## config.mk

```make
export PLATFORM = sky130hd
export DESIGN_NAME = goboard_update_sched
export DESIGN_NICKNAME = d
export VERILOG_FILES = /design/src/rtl/goboard_pkg.sv /design/src/rtl/goboard_rr_arb.sv /design/src/rtl/goboard_update_sched.sv
export SDC_FILE = /design/constraint.sdc
export NUM_CORES = 1
export LEC_CHECK = 0
export ABC_AREA = 1
export CORE_MARGIN = 2
export CORE_UTILIZATION = 46
export CTS_CLUSTER_DIAMETER = 80
export CTS_CLUSTER_SIZE = 10
export DETAILED_ROUTE_END_ITERATION = 6
export HOLD_SLACK_MARGIN = 0.06
export PLACE_DENSITY = 0.81
export SLEW_MARGIN = 5
export SYNTH_ARGS = -nofsm -noshare
export SYNTH_HDL_FRONTEND = slang
export SYNTH_HIERARCHICAL = 1
export SYNTH_SLANG_ARGS = --single-unit
```

## constraint.sdc

```tcl
create_clock -name vga_clk_in -period 2.25 [get_ports vga_clk_in]
set_input_delay 0.45 -clock vga_clk_in [delete_from_list [all_inputs] [get_ports vga_clk_in]]
set_output_delay 0.45 -clock vga_clk_in [all_outputs]
set_load 0.02 [all_outputs]
```

## src/rtl/goboard_pkg.sv

```systemverilog
// Shared types and constants for the Go board row-memory update scheduler.
// Cell codes are 2 bits: bit 2c = black, bit 2c+1 = white.
package goboard_pkg;

    localparam int ROWS  = 19;
    localparam int ROW_W = 2 * ROWS;

    localparam logic [4:0] LAST_ROW = 5'(ROWS - 1);

    localparam logic [1:0] CELL_EMPTY = 2'b00;
    localparam logic [1:0] CELL_BLACK = 2'b01;
    localparam logic [1:0] CELL_WHITE = 2'b10;
    localparam logic [1:0] CELL_RSVD  = 2'b11;

    typedef enum logic [2:0] {
        StIdle,
        StRead,
        StModify,
        StWrite,
        StReject,
        StClear
    } sched_state_e;

    function automatic logic [ROW_W-1:0] set_cell(input logic [ROW_W-1:0] row,
                                                  input logic [4:0]       col,
                                                  input logic [1:0]       code);
        logic [ROW_W-1:0] mask;
        mask = ROW_W'(2'b11) << {col, 1'b0};
        return (row & ~mask) | (ROW_W'(code) << {col, 1'b0});
    endfunction

endpackage

```

## src/rtl/goboard_rr_arb.sv

```systemverilog
// Two-way round-robin arbiter: one-hot grant, priority passes to the other
// requester whenever a grant is taken (adv_i).
module goboard_rr_arb (
    input  logic       vga_clk_in,
    input  logic       arst_i,
    input  logic [1:0] req_i,
    input  logic       adv_i,
    output logic [1:0] gnt_o
);

    logic prio_q, prio_d;

    always_comb begin
        gnt_o = 2'b00;
        if (!prio_q) begin
            if (req_i[0]) begin
                gnt_o = 2'b01;
            end else if (req_i[1]) begin
                gnt_o = 2'b10;
            end
        end else begin
            if (req_i[1]) begin
                gnt_o = 2'b10;
            end else if (req_i[0]) begin
                gnt_o = 2'b01;
            end
        end
    end

    // After serving requester 0 the pointer favours 1, and vice versa.
    always_comb begin
        prio_d = prio_q;
        if (adv_i && (gnt_o != 2'b00)) begin
            prio_d = gnt_o[0];
        end
    end

    always_ff @(posedge vga_clk_in or posedge arst_i) begin
        if (arst_i) begin
            prio_q <= 1'b0;
        end else begin
            prio_q <= prio_d;
        end
    end

endmodule

```

## src/rtl/goboard_update_sched.sv

```systemverilog
// Read-modify-write scheduler for the 19x38 board row memory; all traffic starts
// in vertical blanking. Optional occupancy check: GOBOARD_OCCUPIED_CHECK_EN.
module goboard_update_sched
    import goboard_pkg::*;
(
    input  logic             vga_clk_in,
    input  logic             arst_i,
    input  logic             vblank_i,
    input  logic [1:0]       req_i,
    input  logic [9:0]       x_i,
    input  logic [9:0]       y_i,
    input  logic [3:0]       code_i,
    input  logic             clr_i,
    output logic [1:0]       ack_o,
    output logic [1:0]       err_o,
    output logic             clr_done_o,
    output logic             busy_o,
    output logic [4:0]       mem_addr_o,
    output logic             mem_rd_en_o,
    input  logic [ROW_W-1:0] mem_rdata_i,
    output logic             mem_we_o,
    output logic [ROW_W-1:0] mem_wdata_o
);

    sched_state_e     state_q, state_d;
    logic [1:0]       gnt;
    logic             sel, grant_adv, req_bad;
    logic [4:0]       x_sel, y_sel;
    logic [1:0]       code_sel;
    logic             gnt_idx_q;
    logic [4:0]       x_q, y_q;
    logic [1:0]       code_q;
    logic [ROW_W-1:0] row_q, row_d;
    logic [4:0]       row_cnt_q, row_cnt_d;
    logic             clr_pend_q, clr_pend_d;
    logic             clr_done_q, clr_done_d;
    logic             occ_q, occ_d;
    logic [1:0]       ack_onehot;

    assign sel       = gnt[1];
    assign x_sel     = sel ? x_i[9:5] : x_i[4:0];
    assign y_sel     = sel ? y_i[9:5] : y_i[4:0];
    assign code_sel  = sel ? code_i[3:2] : code_i[1:0];
    assign req_bad   = (x_sel > LAST_ROW) || (y_sel > LAST_ROW) || (code_sel == CELL_RSVD);
    assign grant_adv = (state_q == StIdle) && vblank_i && !clr_pend_q && (req_i != 2'b00);

    assign ack_onehot = gnt_idx_q ? 2'b10 : 2'b01;
    assign clr_done_o = clr_done_q;
    assign busy_o     = (state_q != StIdle) || clr_pend_q;

    goboard_rr_arb u_arb (
        .vga_clk_in (vga_clk_in),
        .arst_i     (arst_i),
        .req_i      (req_i),
        .adv_i      (grant_adv),
        .gnt_o      (gnt)
    );

    always_comb begin
        state_d     = state_q;
        row_cnt_d   = row_cnt_q;
        clr_pend_d  = clr_pend_q | clr_i;
        clr_done_d  = 1'b0;
        row_d       = row_q;
        occ_d       = occ_q;
        ack_o       = 2'b00;
        err_o       = 2'b00;
        mem_addr_o  = 5'd0;
        mem_rd_en_o = 1'b0;
        mem_we_o    = 1'b0;
        mem_wdata_o = '0;

        unique case (state_q)
            StIdle: begin
                if (vblank_i) begin
                    if (clr_pend_q) begin
                        state_d   = StClear;
                        row_cnt_d = 5'd0;
                    end else if (req_i != 2'b00) begin
                        state_d = req_bad ? StReject : StRead;
                    end
                end
            end
            StRead: begin
                mem_addr_o  = y_q;
                mem_rd_en_o = 1'b1;
                state_d     = StModify;
            end
            StModify: begin
                row_d   = set_cell(mem_rdata_i, x_q, code_q);
`ifdef GOBOARD_OCCUPIED_CHECK_EN
                occ_d   = (code_q != CELL_EMPTY) &&
                          (2'(mem_rdata_i >> {x_q, 1'b0}) != CELL_EMPTY);
`else
                occ_d   = 1'b0;
`endif
                state_d = StWrite;
            end
            StWrite: begin
                mem_addr_o = y_q;
                ack_o      = ack_onehot;
                if (occ_q) begin
                    err_o = ack_onehot;
                end else begin
                    mem_we_o    = 1'b1;
                    mem_wdata_o = row_q;
                end
                state_d = StIdle;
            end
            StReject: begin
                ack_o   = ack_onehot;
                err_o   = ack_onehot;
                state_d = StIdle;
            end
            StClear: begin
                mem_addr_o = row_cnt_q;
                // Losing blanking pauses the sweep; the row counter simply holds.
                if (vblank_i) begin
                    mem_we_o = 1'b1;
                    if (row_cnt_q == LAST_ROW) begin
                        state_d    = StIdle;
                        clr_pend_d = 1'b0;
                        clr_done_d = 1'b1;
                    end else begin
                        row_cnt_d = row_cnt_q + 5'd1;
                    end
                end
            end
            default: begin
                state_d = StIdle;
            end
        endcase
    end

    always_ff @(posedge vga_clk_in or posedge arst_i) begin
        if (arst_i) begin
            state_q    <= StIdle;
            gnt_idx_q  <= 1'b0;
            x_q        <= 5'd0;
            y_q        <= 5'd0;
            code_q     <= CELL_EMPTY;
            row_q      <= '0;
            row_cnt_q  <= 5'd0;
            clr_pend_q <= 1'b0;
            clr_done_q <= 1'b0;
            occ_q      <= 1'b0;
        end else begin
            state_q    <= state_d;
            row_q      <= row_d;
            row_cnt_q  <= row_cnt_d;
            clr_pend_q <= clr_pend_d;
            clr_done_q <= clr_done_d;
            occ_q      <= occ_d;
            if (grant_adv) begin
                gnt_idx_q <= sel;
                x_q       <= x_sel;
                y_q       <= y_sel;
                code_q    <= code_sel;
            end
        end
    end

endmodule
```

; ---- After elaboration in Yosys (flattened, before gate mapping)
; Index checks and enable logic that the tools add are counted.
[word_totals]
output_inout_bits = 51
ff_bits = 62
wordCells = 83
[op_classes]
order_cmp = 2
mux = 34
reduce_logical = 17
add_sub_neg = 1
shifts = 2
n_bitwise = 4
n_eq_ne = 13
[ops]
columns = op, n
row1 = bitwise AND 38 bit, 1
row2 = two-way mux 38 bit, 1
row3 = inverter 38 bit, 1
row4 = bitwise OR 38 bit, 1
row5 = left shift 2 x 6 -> 38 bit, 1
row6 = "left shift 2 x 6 -> 38 bit, first input constant", 1
row7 = two-way mux 5 bit, 6
row8 = one-hot mux 5 bit (2 select lines), 2
row9 = two-way mux 3 bit, 6
row10 = two-way mux 2 bit, 8
row11 = one-hot mux 3 bit (4 select lines), 1
row12 = "> comparator 5 bit, second input constant", 2
row13 = "inequality test 2 bit, second input constant", 5
row14 = two-way mux 1 bit, 9
row15 = "== test 3 x 2 -> 1 bit, second input constant", 2
row16 = "== test 3 bit, second input constant", 2
row17 = nonzero test 2 bit, 3
row18 = "adder 5 x 1 -> 5 bit, second input constant", 1
row19 = "== test 5 bit, second input constant", 1
row20 = AND reduction 5 bit, 1
row21 = logical AND 1 bit, 4
row22 = AND reduction 4 bit, 1
row23 = OR reduction 2 bit, 2
row24 = "== test 3 x 1 -> 1 bit, second input constant", 1
row25 = 8 further kinds, 10

; ---- Logic depth before layout (Yosys ltp)
[depth]
word_depth = 12
depth_mapped = 15
depth_no_buf = 14

; ---- By module
; Netlist, hierarchy kept.
[by_module_without_submodules]
columns = module, area_per_inst_um2, instances, cells_per_inst
row1 = goboard_update_sched, 3453.3, 1, 496
row2 = goboard_rr_arb, 63.8, 1, 9

; ---- Worst setup path after synthesis
; No wires, ideal clock.
[synth_timing]
kind = register to output
start = register state_q[2]
end = output port mem_wdata_o[11]
arrival_time_ps = 1288
slack_ps = 512
path_stages_with_launch = 6
cell_sequence = dfrtp_1 nor2_1 nand2_1 buf_2 buf_2 nor2_1
[synth_via]
elab_chain_cells = 2
[synth_lines]
columns = element, line
row1 = from (decl), goboard_update_sched.sv:25  ; sched_state_e state_q, state_d;
row2 = from (signal assigned), goboard_update_sched.sv:137  ; state_q <= StIdle;
row3 = from (signal assigned), goboard_update_sched.sv:148  ; state_q <= state_d;
row4 = == test 3 x 2 -> 1 bit, goboard_update_sched.sv:73  ; unique case (state_q)
row5 = two-way mux 38 bit, goboard_update_sched.sv:73
row6 = to (decl), goboard_update_sched.sv:22  ; output logic [ROW_W-1:0] mem_wdata_o
; No other way between the ends.

; ---- Worst setup path after layout
[layout_timing]
start = register state_q[2]
end = output port mem_wdata_o[7]
; Same word-level chain as after synthesis.

==> metrics.md <==
| Metric | Value |
|---|---|
| Syn Nets | `574` |
| Clock network fraction of design power | `0.176` |
| Initial core utilization | `0.4788` |
| Initial antenna violation count | `0` |
| Post-CTS sizing | `51` |
| Vias | `3665` |
| CP Data Required Time | `1.80 ns` |
| Core box area | `7331 sq um` |
| GP Congestion | `0.8493` |
| Gate Count Post-Synth | `504` |
| Storage element area | `1551 sq um` |
| Logic pwr share | `0.451` |
| Pre-Repair DR Iteration Count | `5` |
| Global route overflow | `0` |
| P_int | `2681 uW` |
| Worst-Margin Slew | `0.7014 ns` |
| Switching pwr | `1833 uW` |
| Drt via density | `5.041` |
| CTS tree | `done` |
| Sw Ratio | `0.4061` |
| Detailed router's first-iteration violation count | `249` |
| Total CTS buffers | `9` |
| Period Utilization, post-route | `0.9606` |
| Fin crit period | `2.161 ns` |
| Fin nets | `694` |
| # H-tree levels | `3` |
| Crit. End Element | `output port` |
| Final Setup Violations | `0` |
| Max-slew violations | `0` |
| Cts hold-fix bufs | `0` |
| Syn Std Cell Area | `3510 sq um` |
| Root buffer cell | `clkbuf_8` |
| Clk buf depth | `2` |
| Critical Path Max Stage Delay | `0.38 ns` |
| Pwr dens | `911.8 nW/um^2` |
| Largest net degree at the start of global routing | `77` |
| Worst Path Arrival | `1.71 ns` |
| # rows | `31` |
| Final Power | `4514 uW` |
| RSZ-0062 raised after global routing | `no` |
| Most common cell on crit path | `nor2_1` |
| Slew headroom | `0.5324` |
| Sequential power share | `0.373` |
| Total leakage power | `0.002468 uW` |
| Multi-input logic area | `1536 sq um` |
| Detailed Place HPWL | `7.231 mm` |
| Avg Cell Area, Syn | `6.964 sq um` |
| Wire per inst | `13.23 um` |
| Max frequency | `462.7 MHz` |
| I/O Buffers | `118` |
| Clock Skew | `0.008475 ns` |
| Filler cells | `612` |
| VDD IR max | `0.0005543 V` |
| First-pass GRT wire length | `15.86 mm` |
| Max_cap viols | `0` |
| Setup TNS | `0 ns` |
| Crit Path Category | `reg2out` |
| CP Max Fanout | `30` |
| Critical path's slowest cell | `dfrtp_1` |
| Fraction of layout cells with a size suffix above 1 | `0.06369` |
| Diodes inserted | `0` |
| Worst min-delay path category | `in2async` |
| Synth warn | `6` |
| Critical path cell sequence | `nor2_1 > nand2_1 > buf_12 > nor2_1 > dlygate4sd2_1` |
| CTS sink count | `62` |
| Critical Path Start Type | `flop` |
| Clk_lat worst skew | `0.34 ns` |
| ANT nets after route | `0` |
| Drt drc | `0` |
| Total GRT Usage | `0.2355` |
| Boundary Pins | `119` |
| Final wirelength | `9.619 mm` |
| Outcome | `finished clean` |
| Chip height | `91.35 um` |
| Die Area | `8344 sq um` |
| Post CTS Setup Buffer Count | `0` |
| Layout area overhead | `41.07%` |
| CTS clk-pin slew, worst paths | `0.06 ns` |
| Die width | `91.35 um` |
| Vias in the first global route | `3473` |
| Final Hold Vio Count | `0` |
==> cell type report <==
class,instances,area share
sequential,62,0.3134
multi-input combinational,330,0.3103
timing repair buffer,129,0.2515
inverter,92,0.06975
clock buffer,13,0.02805
tap,99,0.02502
clock inverter,2,0.002022
==> path summary, 6_finish.rpt <==
kind | startpoint | end | slack [ns] | cells past startpoint
max reg2reg | state_q[2] | row_q[5] | 0.50 | 5
min | arst_i | u_arb/prio_q | 0.31 | 2
max in group asynchronous | arst_i | row_cnt_q[1] | 1.25 | 3
max | state_q[2] | mem_wdata_o[7] | 0.09 | 5
min in group vga_clk_in | u_arb/prio_q | u_arb/prio_q | 0.50 | 2
min reg2reg | u_arb/prio_q | u_arb/prio_q | 0.50 | 2
==> per-layer routing <==
layer / vias up / track usage / part of all wire
met4: 0 / 0.1124 / 0.028
met2: 148 / 0.3821 / 0.48
met1: 1675 / 0.3053 / 0.44
met3: 23 / 0.04232 / 0.057
li1: 1819 / - / -
met5: - / 0 / 0
==> through the flow <==
step / setup slack, ns / instances / hold slack (ns) / util / cell area (sq um)
after floorplan: 0.2870 / 504 / 0.1787 / - / 3510
after global placement: 0.07620 / 712 / 0.4697 / 0.6633 / 4862
after detailed placement: 0.06582 / 712 / 0.4831 / 0.6633 / 4862
after CTS: 0.007006 / 727 / 0.3040 / 0.6757 / 4954
after global routing: 0.02176 / 727 / 0.3346 / 0.6754 / 4951
final: 0.08856 / 727 / 0.3056 / 0.6754 / 4951
==> power groups by stage <==
stage	Clock, uW	Sequential [uW]	Combinational, uW
2_1_floorplan	0	1660	1380
3_3_place_gp	0	1680	2050
3_5_place_dp	0	1700	2110
4_1_cts	806	1680	2040
5_1_grt	850	1720	2270
6_report	795	1680	2040
==> worst max-delay path, delay by kind of cell (launching register included) <==
family	cells	cell delay [ns]
DFF	1	0.38
and+or+nand+nor	3	0.45
buffers and inverters	2	0.54
==> cells in the final DEF (no fill, tap or decap), drive strengths merged <==
cell type and n:
dlygate4sd2 47, o31ai 2, ha 2, nor2 108, xor2 1, dfrtp 62
clkbuf 15, a21boi 1, o21ai 61, o211ai 1, clkdlybuf4s50 69, nand3 9
nor3 8, a21oi 2, o22ai 38, buf 11, clkinv 2, nand4 1
nand2 96, inv 92
==> registers in the layout, indices dropped and copies added (netlist names) <==
signal	flops
u_arb/prio_q	1
row_cnt_q	5
y_q	5
clr_done_o	1
clr_pend_q	1
row_q	38
x_q	5
state_q	3
code_q	2
gnt_idx_q	1
(Power assumes the default switching activity.)
